### src/rtl/clk_count_mod_if.sv
// Command/status bundle for one clk_count_mod stage.
//   master: drives clr, load, load_val, inc, dec, wrap_en; observes the count,
//           BCD digits, carry_out, borrow_out and load_err.
//   slave : the counter stage itself (opposite directions).
interface clk_count_mod_if #(
   parameter int unsigned WIDTH = 8
);
   logic             clr;
   logic             load;
   logic [WIDTH-1:0] load_val;
   logic             inc;
   logic             dec;
   logic             wrap_en;
   logic [WIDTH-1:0] value;
   logic [3:0]       bcd_tens;
   logic [3:0]       bcd_units;
   logic             carry_out;
   logic             borrow_out;
   logic             load_err;

   modport master (
      output clr, load, load_val, inc, dec, wrap_en,
      input  value, bcd_tens, bcd_units, carry_out, borrow_out, load_err
   );

   modport slave (
      input  clr, load, load_val, inc, dec, wrap_en,
      output value, bcd_tens, bcd_units, carry_out, borrow_out, load_err
   );
endinterface

### src/rtl/clk_count_mod.sv
// Parametrised modulo counter stage for the digital-clock datapath (seconds,
// minutes, hours). Counts 0..MODULO-1 up or down, wraps or saturates at the
// limits, accepts a range-checked synchronous load, and keeps registered BCD
// digits that track the count without a divider on the output path.
// Ports:
//   CLK   : clock, rising edge
//   rst_n : asynchronous active-low reset
//   bus   : slave side of clk_count_mod_if (commands in; value, BCD digits,
//           combinational carry_out/borrow_out and registered load_err out)
module clk_count_mod #(
   parameter int unsigned WIDTH  = 8,
   parameter int unsigned MODULO = 60
) (
   input logic            CLK,
   input logic            rst_n,
   clk_count_mod_if.slave bus
);

   localparam logic [WIDTH-1:0] MaxVal   = WIDTH'(MODULO - 1);
   localparam logic [3:0]       MaxTens  = 4'((MODULO - 1) / 10);
   localparam logic [3:0]       MaxUnits = 4'((MODULO - 1) % 10);

   logic [WIDTH-1:0] value_q, value_d;
   logic [3:0]       tens_q, tens_d;
   logic [3:0]       units_q, units_d;
   logic             load_err_q, load_err_d;

   logic        at_max, at_zero, up_only, dn_only, load_ok;
   int unsigned lv;

   assign at_max  = (value_q == MaxVal);
   assign at_zero = (value_q == '0);
   assign up_only = bus.inc & ~bus.dec;
   assign dn_only = bus.dec & ~bus.inc;
   assign load_ok = (bus.load_val <= MaxVal);

   always_comb begin
      value_d    = value_q;
      tens_d     = tens_q;
      units_d    = units_q;
      load_err_d = 1'b0;
      lv         = 0;
      if (bus.clr) begin
         value_d = '0;
         tens_d  = 4'd0;
         units_d = 4'd0;
      end else if (bus.load) begin
         if (load_ok) begin
            // Digit split lives only on the load path; load_val < MODULO <= 100.
            value_d = bus.load_val;
            lv      = 32'(bus.load_val);
            tens_d  = 4'(lv / 10);
            units_d = 4'(lv % 10);
         end else begin
            load_err_d = 1'b1;
         end
      end else if (up_only) begin
         if (!at_max) begin
            value_d = value_q + WIDTH'(1);
            if (units_q == 4'd9) begin
               units_d = 4'd0;
               tens_d  = tens_q + 4'd1;
            end else begin
               units_d = units_q + 4'd1;
            end
         end else if (bus.wrap_en) begin
            value_d = '0;
            tens_d  = 4'd0;
            units_d = 4'd0;
         end
      end else if (dn_only) begin
         if (!at_zero) begin
            value_d = value_q - WIDTH'(1);
            if (units_q == 4'd0) begin
               units_d = 4'd9;
               tens_d  = tens_q - 4'd1;
            end else begin
               units_d = units_q - 4'd1;
            end
         end else if (bus.wrap_en) begin
            value_d = MaxVal;
            tens_d  = MaxTens;
            units_d = MaxUnits;
         end
      end
   end

   always_ff @(posedge CLK or negedge rst_n) begin
      if (!rst_n) begin
         value_q    <= '0;
         tens_q     <= 4'd0;
         units_q    <= 4'd0;
         load_err_q <= 1'b0;
      end else begin
         value_q    <= value_d;
         tens_q     <= tens_d;
         units_q    <= units_d;
         load_err_q <= load_err_d;
      end
   end

   assign bus.value     = value_q;
   assign bus.bcd_tens  = tens_q;
   assign bus.bcd_units = units_q;
   assign bus.load_err  = load_err_q;

   // Same-cycle wrap flags so the next stage steps on this very edge.
   assign bus.carry_out  = rst_n & up_only & bus.wrap_en & at_max & ~bus.clr & ~bus.load;
   assign bus.borrow_out = rst_n & dn_only & bus.wrap_en & at_zero & ~bus.clr & ~bus.load;

endmodule

### src/flat_wrapper.sv
// flat-port wrapper written by rule: the top's interface ports become plain ports
module clk_count_mod_flat 
#(
   parameter int unsigned WIDTH  = 8,
   parameter int unsigned MODULO = 60
)
  (CLK, rst_n, bus_clr, bus_load, bus_load_val, bus_inc, bus_dec, bus_wrap_en, bus_value, bus_bcd_tens, bus_bcd_units, bus_carry_out, bus_borrow_out, bus_load_err);
  clk_count_mod_if #(.WIDTH(WIDTH)) bus_i ();
  input logic CLK;
  input logic rst_n;
  input wire logic [$bits(bus_i.clr)-1:0] bus_clr;
  input wire logic [$bits(bus_i.load)-1:0] bus_load;
  input wire logic [$bits(bus_i.load_val)-1:0] bus_load_val;
  input wire logic [$bits(bus_i.inc)-1:0] bus_inc;
  input wire logic [$bits(bus_i.dec)-1:0] bus_dec;
  input wire logic [$bits(bus_i.wrap_en)-1:0] bus_wrap_en;
  output wire logic [$bits(bus_i.value)-1:0] bus_value;
  output wire logic [$bits(bus_i.bcd_tens)-1:0] bus_bcd_tens;
  output wire logic [$bits(bus_i.bcd_units)-1:0] bus_bcd_units;
  output wire logic [$bits(bus_i.carry_out)-1:0] bus_carry_out;
  output wire logic [$bits(bus_i.borrow_out)-1:0] bus_borrow_out;
  output wire logic [$bits(bus_i.load_err)-1:0] bus_load_err;
  assign bus_i.clr = bus_clr;
  assign bus_i.load = bus_load;
  assign bus_i.load_val = bus_load_val;
  assign bus_i.inc = bus_inc;
  assign bus_i.dec = bus_dec;
  assign bus_i.wrap_en = bus_wrap_en;
  assign bus_value = bus_i.value;
  assign bus_bcd_tens = bus_i.bcd_tens;
  assign bus_bcd_units = bus_i.bcd_units;
  assign bus_carry_out = bus_i.carry_out;
  assign bus_borrow_out = bus_i.borrow_out;
  assign bus_load_err = bus_i.load_err;
  clk_count_mod #(.WIDTH(WIDTH), .MODULO(MODULO)) u_core (.CLK(CLK), .rst_n(rst_n), .bus(bus_i));
endmodule
### config.mk
export PLATFORM = sky130hd
export DESIGN_NAME = clk_count_mod_flat
export DESIGN_NICKNAME = d
export VERILOG_FILES = /design/src/rtl/clk_count_mod_if.sv /design/src/rtl/clk_count_mod.sv /design/src/flat_wrapper.sv
export SDC_FILE = /design/constraint.sdc
export NUM_CORES = 1
export LEC_CHECK = 0
export CAP_MARGIN = 30
export CORE_MARGIN = 4
export CORE_UTILIZATION = 42
export CTS_CLUSTER_SIZE = 10
export DETAILED_ROUTE_END_ITERATION = 10
export HOLD_SLACK_MARGIN = 0.1
export PLACE_DENSITY = 0.66
export SLEW_MARGIN = 25
export SYNTH_ARGS = -nofsm -noshare
export SYNTH_HDL_FRONTEND = slang
export SYNTH_SLANG_ARGS = --single-unit
### constraint.sdc
create_clock -name CLK -period 2.88 [get_ports CLK]
set_clock_uncertainty 0.05 [all_clocks]
set_input_delay 0.432 -clock CLK [delete_from_list [all_inputs] [get_ports CLK]]
set_output_delay 0.432 -clock CLK [all_outputs]
set_load 0.05 [all_outputs]
==> metrics.txt <==
Async S/R FF share, synth 100.0%; Yosys Warn Count 0; Final WS setup -0.4817 ns; worst slew pin tran 0.4991 ns; wire length per cell 16.64 um; worst min path class primary input to async pin; number of hold buffers added after cts 0; fmax 297.5 MHz; failing checks setup timing; Fillers 493; Ports 34; num rows 27; Synth Cell Area 2426 um2; Placer Congestion 0.9675; cell internal pwr 0.8137 mW; reg2reg end u_core.bus.bcd_tens[1]; R2R Path Start u_core.bus.value[1]; TritonCTS Buffers 3; fin nets 454; antenna-violating nets left 0; arrival time worst endpoint 3.46 ns; post-route cell area 3492 um2; Tot GR Track Use 22.67%; DP HPWL 6031 um; fin crit period 3.362 ns; Pwr Density 448.6 nW/um2; Clock Power Share 12.2%; area share of the largest cell type after synthesis 17.53%; Compound-Gate Fraction of Synth Area 34.76%; CTS tree built; DIE HEIGHT 84 um; XOR/XNOR Fraction of Synth Area 3.610%; top cells by area, synth dfrtp_1 18%, a21oi_1 7.4%, o21ai_0 6.0%, ha_1 5.7%, nor2_1 5.6%; Detailed Routing Iterations Pass 1 7; Slew Viols, Final 0; register area 430.4 um2; synth unique cells 69; WL final 8305 um; synth cell count leaders 36 x a21oi_1, 36 x nor2_1, 29 x nand2_1, 29 x o21ai_0, 19 x inv_1; Mapped Nets 371; Logic pwr share 64.3%; clk buf depth 2; Area after DPL 3293 um2; endpoints failing setup 5; Synth Area in Adders 6.498%; largest net degree at the start of global routing 21; R2R Setup Slk 0.16 ns; Final Hold Viols 0; Psw 0.7530 mW; Worst-path clk slew 0.07 ns; Initial Util 43.79%; Simple-Gate Fraction of Synth Area 29.29%; CTS Root Cell clkbuf_8; worst r2r path cells 12; GR Overflow Total 0; final setup TNS -1.924 ns; WP data required 2.98 ns; Synth area leader dfrtp_1; vias in the first global route 2787; vias per cell 6.028; Die Span X 84 um; max_slew headroom 66.62%; sw frac 48.06%; drt first-iter violations 324; leak pwr 1.423 nW; average size of a mapped cell 7.032 um2; fin crit share 116.7%; outcome finished with violations; die area 7056 um2; clk sink count 17; VDD IR-drop max 0.2623 mV; layout cells sized above 1 27.17%; Max-cap violations 0; Seq/Total Area, Yosys 17.53%; area of the multi-input gates 2003 um2; first-pass GRT wire length 13440 um; mux share of post-synthesis cell area 0.9283%; P&R area growth vs syn 43.94%; initial antenna violation count 0; CP endpoint kind register; unrepaired setup endpoints after global routing true; Startpoint Class primary input; core area 5540 um2; H-Tree Depth 1; clk_lat worst skew 0.26 ns; Antenna diodes 0; # DRC 0; dominant synthesized flop cell dfrtp_1; I/O Buffers 33; main combinational cell family by area after synthesis compound AO/OA/AOI/OAI gates; vias post-DR 3008; cells after synthesis 345; CP max FO 8; Setup CP Type primary input to register; number of synthesized flops with an enable pin 0; Reg power frac 23.5%; Synth Register Bits 17
-- metal layers --
metal	part of all wire, %	track usage [%]
met5	0	0
met4	2.8	8.187
met3	6.1	2.172
met2	51	39.05
met1	40	29.24
-- logic make-up (layout without fill, tap and decap cells) --
group,after synthesis,after routing
buf+inv,41,123
compound gates,124,124
mux,2,2
flops,17,17
xor+xnor,10,10
fa+ha+maj,13,13
simple gates,138,138
-- cell usage in the layout, fill, tap and decap left out, types with 4 or more instances in the layout --
master,n
nor2_1,35
a31oi_1,4
xor2_1,5
clkdlybuf4s50_1,28
o21ai_0,26
nor3_1,15
nand2_1,29
xnor2_1,5
nand3_1,8
buf_4,66
or3_1,5
o22ai_1,5
nor2b_1,8
a21oi_1,33
dfrtp_2,4
ha_1,10
inv_1,19
nand2b_1,9
o2111ai_1,4
dfrtp_1,13
-- worst max-delay path, cell delays in order --
cell	delay, ns
dlygate4sd2_1	0.29
buf_4	0.18
or3b_2	0.55
buf_4	0.17
o2111a_1	0.19
o21ba_2	0.31
nor4_2	0.34
a21oi_2	0.11
a311oi_2	0.32
and2_4	0.22
o22ai_2	0.08
mux2_4	0.27
-- stage by stage --
stage | instances | hold slack [ns] | power (mW) | utilization (%) | setup WS (ns)
global route | 499 | 0.5560 | 1.669 | 63.03 | -0.5833
finish | 499 | 0.5222 | 1.567 | 63.03 | -0.4817
global placement | 489 | 0.5330 | 1.286 | 59.44 | -1.015
floorplan | 345 | 0.08641 | 0.9849 | - | -0.6614
detailed placement | 489 | 0.5600 | 1.303 | 59.44 | -1.112
CTS | 499 | 0.5420 | 1.536 | 62.04 | -0.3787
-- worst max-delay path by stage --
stage	startpoint	endpoint
after floorplan	bus_load_val[5]	u_core.bus.bcd_tens[0]
after global placement	bus_load_val[6]	u_core.bus.bcd_tens[0]
after detailed placement	bus_load_val[6]	u_core.bus.bcd_tens[0]
after CTS	bus_load_val[6]	u_core.bus.bcd_tens[0]
after global routing	bus_load_val[7]	u_core.bus.bcd_tens[0]
final	bus_load_val[7]	u_core.bus.bcd_tens[0]
-- layout make-up --
cell class	count	share of cell area, %
multi-input cells	287	57.36
repair buffers	100	24.40
flip-flops and latches	17	12.33
well taps	72	2.580
inverters	19	2.042
clock buffers	4	1.290
-- state kept, by name, summed over array words and instances (netlist names) --
name,cells
u_core.bus.load_err,1
u_core.bus.value,8
u_core.bus.bcd_tens,4
u_core.bus.bcd_units,4
-- power groups by stage --
stage	clock [mW]	sequential, mW	combinational [mW]
final	0.191	0.369	1.01
after global routing	0.206	0.377	1.09
after CTS	0.196	0.365	0.975
after detailed placement	0	0.370	0.933
after global placement	0	0.366	0.920
after floorplan	0	0.489	0.496
-- repair_timing --
item	CTS	global route
pin swaps	14	8
gates resized for setup	24	11
setup endpoints to repair	6	5
buffers inserted	6	0
Power figures use the tool's default switching activity.
